**config.mk**
```make
export PLATFORM = sky130hd
export DESIGN_NAME = calc_sequencer
export DESIGN_NICKNAME = d
export VERILOG_FILES = /design/src/rtl/calc_pkg.sv /design/src/rtl/decimal_accumulator.sv /design/src/rtl/calc_sequencer.sv
export SDC_FILE = /design/constraint.sdc
export NUM_CORES = 1
export LEC_CHECK = 0
export ABC_AREA = 0
export BUFFER_PORTS_ARGS = -buffer_cell sky130_fd_sc_hd__buf_4
export CAP_MARGIN = 10
export CORE_MARGIN = 2
export CORE_UTILIZATION = 35
export CTS_CLUSTER_DIAMETER = 80
export DETAILED_ROUTE_END_ITERATION = 12
export HOLD_SLACK_MARGIN = 0.1
export PLACE_DENSITY = 0.57
export SLEW_MARGIN = 10
export SYNTH_ARGS = -nofsm -noshare
export SYNTH_HDL_FRONTEND = slang
export SYNTH_SLANG_ARGS = --single-unit
```
**constraint.sdc**
```tcl
create_clock -name clk -period 3.45 [get_ports clk]
set_clock_uncertainty 0.1 [all_clocks]
set_input_delay 0.345 -clock clk [delete_from_list [all_inputs] [get_ports clk]]
set_output_delay 0.345 -clock clk [all_outputs]
set_load 0.005 [all_outputs]
```
**src/rtl/calc_pkg.sv**
```systemverilog
// Shared definitions for the keypad calculator sequencer: arithmetic unit op
// encodings, key codes and the sequencer state encoding.
package calc_pkg;

    // Operation codes understood by the arithmetic unit's op input.
    localparam logic [2:0] OP_ADD = 3'd0;
    localparam logic [2:0] OP_SUB = 3'd1;
    localparam logic [2:0] OP_MUL = 3'd2;
    localparam logic [2:0] OP_DIV = 3'd3;
    localparam logic [2:0] OP_SLL = 3'd4;
    localparam logic [2:0] OP_SRL = 3'd5;
    localparam logic [2:0] OP_SRA = 3'd6;

    // Key codes: 0-9 are digits, KEY_OP_BASE+k selects op k (k = 0..6).
    localparam logic [4:0] KEY_OP_BASE = 5'd16;
    localparam logic [4:0] KEY_EQ      = 5'd23;
    localparam logic [4:0] KEY_CLR     = 5'd31;

    // Sequencer states.
    typedef enum logic [2:0] {
        S_A    = 3'd0,  // entering operand A
        S_OP   = 3'd1,  // operator chosen, waiting for the first B digit
        S_B    = 3'd2,  // entering operand B
        S_LDB  = 3'd3,  // LoadB cycle
        S_WAIT = 3'd4,  // settle window of the combinational datapath
        S_RES  = 3'd5   // result shown, chaining possible
    } state_t;

endpackage

```
**src/rtl/decimal_accumulator.sv**
```systemverilog
// Decimal entry register: builds an N-bit unsigned value one digit at a time
// (value*10 + digit) and refuses any digit that would overflow N bits.
module decimal_accumulator #(
    parameter int N = 32
) (
    input  logic         clk,
    input  logic         rst_n,
    input  logic [3:0]   digit,
    input  logic         load_first,
    input  logic         accumulate,
    input  logic         clear,
    output logic [N-1:0] value,
    output logic         overflow
);

    // value*10 + digit, evaluated with 4 guard bits so overflow is visible.
    logic [N+3:0] candidate;

    assign candidate = ({4'b0000, value} << 3) + ({4'b0000, value} << 1)
                     + {{N{1'b0}}, digit};

    // Any set guard bit means the new value would not fit in N bits.
    assign overflow = |candidate[N+3:N];

    // Digit register: clear wins, then a fresh first digit, then accumulation.
    always_ff @(posedge clk or negedge rst_n) begin
        // NOTE: registers are written with <= so every flop samples the
        // pre-edge values; a blocking = here would chain updates within a cycle.
        if (!rst_n) begin
            value <= '0;
        end else if (clear) begin
            value <= '0;
        end else if (load_first) begin
            value <= {{(N-4){1'b0}}, digit};
        end else if (accumulate && !overflow) begin
            value <= candidate[N-1:0];
        end
    end

endmodule

```
**src/rtl/calc_sequencer.sv**
```systemverilog
// Keypad-to-datapath sequencer: turns key strobes into operand loads for the
// arithmetic unit, waits out the settle window of its combinational
// multiplier/divider, captures the result and supports result chaining.
module calc_sequencer
    import calc_pkg::*;
#(
    parameter int N      = 32,
    parameter int SETTLE = 4
) (
    input  logic         clk,
    input  logic         rst_n,
    input  logic         key_valid,
    input  logic [4:0]   key_code,
    input  logic [N-1:0] result,
    output logic [N-1:0] operand,
    output logic         load_a,
    output logic         load_b,
    output logic         load_r,
    output logic [2:0]   op,
    output logic         arith_clear,
    output logic         busy,
    output logic [N-1:0] display,
    output logic         entry_full,
    output logic         div_zero
);

    localparam int CW = $clog2(SETTLE + 1);

    state_t          state;
    logic [CW-1:0]   settle_cnt;

    // Decoded key events; all but clear are suppressed while busy.
    logic            key_live;
    logic            is_digit;
    logic            is_op;
    logic            is_eq;
    logic            is_clr;
    logic            key_accepted;
    logic [3:0]      digit;
    logic [2:0]      key_op;

    // Accumulator controls and status.
    logic            a_first, a_acc, b_first, b_acc;
    logic            a_ovf, b_ovf;
    logic            digit_rejected;
    logic [N-1:0]    a_value, b_value;

    // Key decode and accumulator steering for the current state.
    always_comb begin
        // NOTE: every signal gets a default before the conditional logic so
        // no path leaves it unassigned, which would infer a latch.
        key_live       = 1'b0;
        is_digit       = 1'b0;
        is_op          = 1'b0;
        is_eq          = 1'b0;
        is_clr         = 1'b0;
        a_first        = 1'b0;
        a_acc          = 1'b0;
        b_first        = 1'b0;
        b_acc          = 1'b0;
        digit          = key_code[3:0];
        key_op         = key_code[2:0];

        key_live = key_valid && !busy;
        is_clr   = key_valid && (key_code == KEY_CLR);
        is_digit = key_live && (key_code <= 5'd9);
        is_op    = key_live && (key_code >= KEY_OP_BASE) && (key_code < KEY_EQ);
        is_eq    = key_live && (key_code == KEY_EQ);

        a_acc    = is_digit && (state == S_A);
        a_first  = is_digit && (state == S_RES);
        b_first  = is_digit && (state == S_OP);
        b_acc    = is_digit && (state == S_B);

        key_accepted   = is_digit || is_op || is_eq;
        digit_rejected = (a_acc && a_ovf) || (b_acc && b_ovf);
    end

    decimal_accumulator #(.N(N)) u_acc_a (
        .clk        (clk),
        .rst_n      (rst_n),
        .digit      (digit),
        .load_first (a_first),
        .accumulate (a_acc),
        .clear      (is_clr),
        .value      (a_value),
        .overflow   (a_ovf)
    );

    decimal_accumulator #(.N(N)) u_acc_b (
        .clk        (clk),
        .rst_n      (rst_n),
        .digit      (digit),
        .load_first (b_first),
        .accumulate (b_acc),
        .clear      (is_clr),
        .value      (b_value),
        .overflow   (b_ovf)
    );

    // Sequencer FSM with registered load pulses, operand bus, flags and display.
    // Load pulses are raised on the edge that enters the state they belong to,
    // so Operand is set on that same edge and is stable for the whole pulse.
    always_ff @(posedge clk or negedge rst_n) begin
        if (!rst_n) begin
            state       <= S_A;
            settle_cnt  <= '0;
            operand     <= '0;
            load_a      <= 1'b0;
            load_b      <= 1'b0;
            load_r      <= 1'b0;
            op          <= '0;
            arith_clear <= 1'b0;
            busy        <= 1'b0;
            display     <= '0;
            entry_full  <= 1'b0;
            div_zero    <= 1'b0;
        end else begin
            load_a      <= 1'b0;
            load_b      <= 1'b0;
            load_r      <= 1'b0;
            arith_clear <= 1'b0;

            // Display follows the state one register stage later.
            case (state)
                S_B, S_WAIT: display <= b_value;
                S_RES:       display <= result;
                default:     display <= a_value;
            endcase

            if (is_clr) begin
                // Clear aborts anything in flight, including a pending LoadR.
                arith_clear <= 1'b1;
                op          <= '0;
                entry_full  <= 1'b0;
                div_zero    <= 1'b0;
                busy        <= 1'b0;
                settle_cnt  <= '0;
                state       <= S_A;
            end else begin
                if (key_accepted) begin
                    entry_full <= digit_rejected;
                end

                case (state)
                    S_A: begin
                        if (is_op) begin
                            operand <= a_value;
                            load_a  <= 1'b1;
                            op      <= key_op;
                            state   <= S_OP;
                        end
                    end
                    S_OP: begin
                        if (is_op) begin
                            op <= key_op;
                        end else if (is_digit) begin
                            state <= S_B;
                        end
                    end
                    S_B: begin
                        if (is_op) begin
                            op <= key_op;
                        end else if (is_eq) begin
                            operand <= b_value;
                            load_b  <= 1'b1;
                            busy    <= 1'b1;
                            state   <= S_LDB;
                            if ((op == OP_DIV) && (b_value == '0)) begin
                                div_zero <= 1'b1;
                            end
                        end
                    end
                    S_LDB: begin
                        settle_cnt <= CW'(SETTLE);
                        state      <= S_WAIT;
                    end
                    S_WAIT: begin
                        // Counter reaching zero raises LoadR; the following
                        // edge ends the compute and enters S_RES.
                        if (settle_cnt != '0) begin
                            settle_cnt <= settle_cnt - 1'b1;
                            if (settle_cnt == CW'(1)) begin
                                load_r <= 1'b1;
                            end
                        end else begin
                            busy  <= 1'b0;
                            state <= S_RES;
                        end
                    end
                    S_RES: begin
                        if (is_op) begin
                            operand <= result;
                            load_a  <= 1'b1;
                            op      <= key_op;
                            state   <= S_OP;
                        end else if (is_digit) begin
                            state <= S_A;
                        end
                    end
                    default: begin
                        state <= S_A;
                    end
                endcase
            end
        end
    end

endmodule

```
[Word-level counts from Yosys, hierarchy flattened]
Index checks and enable logic that the tools add are counted.
Storage, ports and cells
  bits in registers: 144
  bits of input ports: 40
  output and inout port bits: 74
  word-level logic and storage cells: 143
Cells by class
  $add $sub $neg: 5
  magnitude comparators: 3
  equal/unequal tests: 22
  muxes and demuxes: 52
  bitwise logic cells: 1
  reductions and logical operators: 46
Operators by type and width (number)
  two-way mux 32 bit: 10
  one-hot mux 32 bit (3 select lines): 1
  adder 35 x 33 -> 36 bit: 2
  adder 36 x 4 -> 36 bit: 2
  one-hot mux 32 bit (2 select lines): 1
  two-way mux 3 bit: 14
  zero test 32 bit: 1
  two-way mux 1 bit: 23
  inequality test 3 bit, second input constant: 7
  one-hot mux 3 bit (6 select lines): 1
  nonzero test 3 bit: 6
  logical AND 1 bit: 15
  nonzero test 2 bit: 6
  OR reduction 4 bit: 3
  equality test 5 bit, second input constant: 2
  equality test 3 x 2 -> 1 bit, second input constant: 3
  inequality test 2 bit, second input constant: 4
  AND reduction 4 bit: 2
  AND reduction 7 bit: 1
  equality test 3 x 1 -> 1 bit, second input constant: 2
  equality test 3 bit, second input constant: 2
  one-hot mux 3 bit (2 select lines): 1
  AND reduction 6 bit: 1
  greater-or-equal comparator 5 bit, second input constant: 1
  12 further kinds: 18

[Longest topological paths before layout]
  depth in word-level cells: 8
  gate-level depth with buffers: 16
  mapped depth without buffers: 14

[Cells and area by module]
A second synthesis with hierarchy kept.
Unflattened totals
  cell total of the unflattened synthesis: 1432
  area, all modules: 12236.7 µm²
Modules (own cells, without submodules)
  calc_sequencer: instances 1, cells an instance 504, area an instance 4670.7 µm², seq. area each 2001.9 µm²
  decimal_accumulator at u_acc_a: instances 1, cells an instance 461, area an instance 3836.2 µm², seq. area each 800.8 µm²
  decimal_accumulator at u_acc_b: instances 1, cells an instance 467, area an instance 3729.8 µm², seq. area each 800.8 µm²

[Worst setup path after synthesis]
No wires, ideal clock.
  kind: register -> register
  from: reg u_acc_b.value[0]
  to: reg u_acc_b.value[3]
  setup time: 0.140 ns
  arrival time: 3.512 ns
  required time: 3.210 ns
  setup slack: -0.302 ns
  stages on the path, launching flop included: 15
  path buffers: 1
  clock period less this slack: 3.752 ns
  cells stage by stage: dfrtp_1 inv_1 fa_1 fa_1 nor2b_1 o211ai_1 a2111o_1 and4_1 nor4_1 mux2_2 nand2_1 nand4_4 buf_6 mux2i_1 o22ai_1
On the way
  cells in the longest elaborated chain, start to end: 6
  elaborated cells between the ends (all ways): 9
  those cells by class: add/sub (2); mux (3); reduce/logical (4)
RTL lines
  start, declared: RTL line decimal_accumulator.sv:12  | output logic [N-1:0] value,
  start signal, assigned: RTL line decimal_accumulator.sv:34  | value <= {{(N-4){1'b0}}, digit};
  start signal, assigned: RTL line decimal_accumulator.sv:36  | value <= candidate[N-1:0];
  adder 35 x 33 -> 36 bit *: RTL line decimal_accumulator.sv:19  | assign candidate = ({4'b0000, value} << 3) + ({4'b0000, value} << 1)
  adder 36 x 4 -> 36 bit *: RTL line decimal_accumulator.sv:20  | + {{N{1'b0}}, digit};
  OR reduction 4 bit: RTL line decimal_accumulator.sv:23  | assign overflow = |candidate[N+3:N];
  zero test 1 bit: RTL line decimal_accumulator.sv:35  | end else if (accumulate && !overflow) begin
  logical AND 1 bit: RTL line decimal_accumulator.sv:35
  nonzero test 3 bit (no line)
Every way passes the cells marked *; elsewhere a longest branch is shown, timed or not. The select of a mux whose other input is x is not followed.
A chain may end at the register's enable or synchronous reset.

[Final worst setup path]
  from: reg u_acc_b.value[0]
  to: reg u_acc_b.value[25]
The elaborated chain is that of the path after synthesis.

==> impl_metrics.json <==
{
  "status": "finished, violations left",
  "failed_checks": "negative setup slack",
  "nNetsFinal": 1750,
  "period_share_pct": 107.3,
  "hp-class": "in2reg",
  "coreArea_sq_mm": 0.03156,
  "path_max_fanout": 8,
  "cp_slowest_cell": "fa_2",
  "slowest_delay_ps": 570,
  "async_flop_share_pct": 100.0,
  "avgSynthCellArea_sq_um": 8.693,
  "final_common_cell": "buf_4",
  "post_drt_wl_per_cell_um": 18.84,
  "drtIter0Drc": 862,
  "io_pins": 114,
  "start_util_pct": 35.57,
  "p_total_w": 0.01134,
  "viasPerCell": 5.570,
  "synthTopCellsByArea": "dfrtp_1 (32%), ha_1 (14%), nor2_1 (5.5%), mux2i_1 (5.4%), a21oi_1 (4.6%)",
  "vias": 11100,
  "tightest_slew_ps": 722.4,
  "drcViolationCount": 0,
  "port-buffer-count": 113,
  "worstSetupPathType": "reg2reg",
  "grt.total_usage_pct": 22.65,
  "fmax_mhz": 270.1,
  "numCtsBuffers": 17,
  "syn_inst": 1291,
  "antenna_found_initial": 1,
  "crit_top_cell": "inv_2",
  "wl_um": 37540,
  "die_w_um": 183.1,
  "maxCapViolCount": 0,
  "whs_ps": 117.5,
  "synth_top_area_cell": "dfrtp_1",
  "grt_max_degree": 70,
  "die_h_um": 183.1,
  "syn_to_final_growth_pct": 33.97,
  "grt_pass1_wl_um": 59800,
  "synth_top_area_share_pct": 32.11,
  "crit_arrival_ps": 3900,
  "start_kind": "register",
  "syn_nets": 1464,
  "r2r_slack_ps": -250,
  "cts.sinks": 144,
  "rows": 65,
  "synth-edff-count": 0,
  "dp.cells": 1938,
  "ant_nets": 0,
  "grt-ovfl-total": 0,
  "hold_viol": 0,
  "synth_area_sq_mm": 0.01122,
  "insertion_delay_ps": 440,
  "grt_pass1_vias": 10970,
  "pre_cts_ws_ps": -504.7,
  "die-area_sq_mm": 0.03351,
  "final_cell_mix": "buf_4 (323), nor2_1 (159), dfrtp_1 (143)",
  "multi_input_comb_area_sq_mm": 0.007486,
  "crit_path_cell_trace": "inv_2 -> fa_2 -> inv_2 -> ha_4 -> a211oi_4 -> o211ai_2 -> and3_4 -> a31oi_4 -> o31ai_4 -> a21o_1 -> a221oi_4 -> nand4_4 -> buf_8 -> mux2i_1 -> nor2_1",
  "post_dp_cell_area_sq_mm": 0.01392,
  "instances_no_fill": 1993,
  "slew_headroom_pct": 51.40,
  "synthDistinctLibCells": 68,
  "synth_ff_type": "dfrtp_1",
  "h-tree-depth": 4,
  "rsz0062_at_grt": "yes",
  "cts_tree": "yes",
  "ys_warn_count": 0,
  "dr.pass1.iters": 6,
  "drv_slew": 0,
  "cts_buffer_depth": 2,
  "path_clk_slew_ps": 80,
  "drive_above_1_share_pct": 27.80,
  "period_minus_slack_ps": 3702,
  "leakage_nw": 7.664,
  "finalWorstSetupSlack_ps": -252.0,
  "critPathCaptureType": "register",
  "power_density_mw_per_mm2": 753.9,
  "report.final.setup_viol": 64,
  "ir_drop_v": 0.0003799,
  "ff_latch_area_sq_mm": 0.003605,
  "fin_area_sq_mm": 0.01504,
  "cts-root-buf": "clkbuf_16",
  "synth-seq-cells": 144,
  "dpl.hpwl_um": 28650,
  "gp_congestion": 0.8822,
  "final.fill_count": 3077,
  "critPathRequiredTime_ps": 3650,
  "ys_seq_area_share_pct": 32.11
}
-- worst max-delay path: cells and delay by family (launching register included) --
family	cells	cell delay, ps
DFF	1	410
adders and majority gates	2	790
and+or+nand+nor	3	480
AOI/OAI and AO/OA	6	1280
muxes	1	190
buffers and inverters	3	310
-- where the power goes --
group | switching [W] | internal, W
sequential | 0.000489 | 0.00230
combinational | 0.00351 | 0.00311
clock | 0.000888 | 0.00103
total | 0.00489 | 0.00645
-- layout make-up --
type / instances / share of cell area, %
diodes: 1 / 0.01664
clock inverters: 15 / 1.123
inverters: 30 / 0.7489
clock buffers: 17 / 2.829
flip-flops and latches: 144 / 23.97
well taps: 402 / 3.345
repair buffers: 341 / 18.17
multi-input cells: 1043 / 49.79
-- final timing paths --
check | startpoint | end | cells past startpoint
worst min-delay path | result[23] | display[23]$_DFF_PN0_ | 3
max in group asynchronous | rst_n | display[27]$_DFF_PN0_ | 3
min in group asynchronous | rst_n | u_acc_a.value[8]$_DFFE_PN0P_ | 2
worst max register to register | u_acc_b.value[0]$_DFFE_PN0P_ | u_acc_b.value[25]$_DFFE_PN0P_ | 15
worst max-delay path | u_acc_b.value[0]$_DFFE_PN0P_ | u_acc_b.value[25]$_DFFE_PN0P_ | 15
worst min register to register | div_zero$_DFFE_PN0P_ | div_zero$_DFFE_PN0P_ | 2
-- kinds of logic after synthesis --
| group | synth area share (%) |
|---|---|
| buffers and inverters | 3.935 |
| AO/OA/AOI/OAI | 22.87 |
| flip-flops | 32.11 |
| XOR/XNOR | 4.214 |
| multiplexers | 5.552 |
| AND/OR/NAND/NOR | 16.23 |
| adder cells (fa/ha/maj) | 15.09 |
-- cell usage after synthesis, types with 3 or more instances --
| cell | instances |
|---|---|
| nand2b_1 | 9 |
| ha_1 | 129 |
| o22ai_1 | 60 |
| buf_2 | 4 |
| o211ai_1 | 9 |
| inv_1 | 29 |
| buf_4 | 4 |
| nand3_1 | 26 |
| xor2_1 | 16 |
| a31oi_1 | 38 |
| nor4_1 | 12 |
| or3_1 | 4 |
| and2_1 | 6 |
| mux2i_1 | 60 |
| buf_6 | 4 |
| nand2_1 | 98 |
| xnor2_1 | 38 |
| o21bai_1 | 12 |
| and3_1 | 10 |
| nor2b_1 | 9 |
| nand4_1 | 18 |
| fa_1 | 4 |
| nor2_1 | 164 |
| a22oi_1 | 33 |
| a21oi_1 | 104 |
| or2_2 | 6 |
| o31ai_1 | 5 |
| o221ai_1 | 3 |
| o21a_1 | 5 |
| dfrtp_1 | 144 |
| a2111o_1 | 3 |
| o21ai_0 | 38 |
| a21boi_0 | 5 |
| a211oi_1 | 17 |
| nand4b_1 | 3 |
| clkbuf_1 | 59 |
| nor3_1 | 27 |
| a21o_1 | 39 |
-- per-layer routing --
| metal | vias to the layer above | global-route usage, % | part of all wire, % |
|---|---|---|---|
| met5 | - | 0 | 0 |
| met4 | 0 | 6.912 | 2.4 |
| met3 | 45 | 3.455 | 5.0 |
| met2 | 363 | 36.79 | 46 |
| met1 | 5334 | 31.12 | 46 |
| li1 | 5359 | - | - |
-- repair_timing --
item,in CTS,in global routing
buffers inserted,12,7
cloned,2,0
pin swaps,20,27
resized for setup,40,22
hold buffers,1,0
endpoints found under the hold margin,67,0
endpoints found under the setup margin,65,65
-- through the flow --
step	TNS (ps)	util, %
finish	-10910	47.65
global route	-20480	47.64
CTS	-10260	47.07
detailed placement	-28770	44.12
global placement	-25180	44.12
floorplan	-4455	-
-- sequential cells by signal, indices dropped and copies added, names as in the netlist, 3 cells and up --
| signal | cells |
|---|---|
| display | 32 |
| operand | 32 |
| u_acc_a.value | 32 |
| u_acc_b.value | 32 |
| op | 3 |
| settle_cnt | 3 |
| state | 3 |
(Power assumes the default switching activity.)
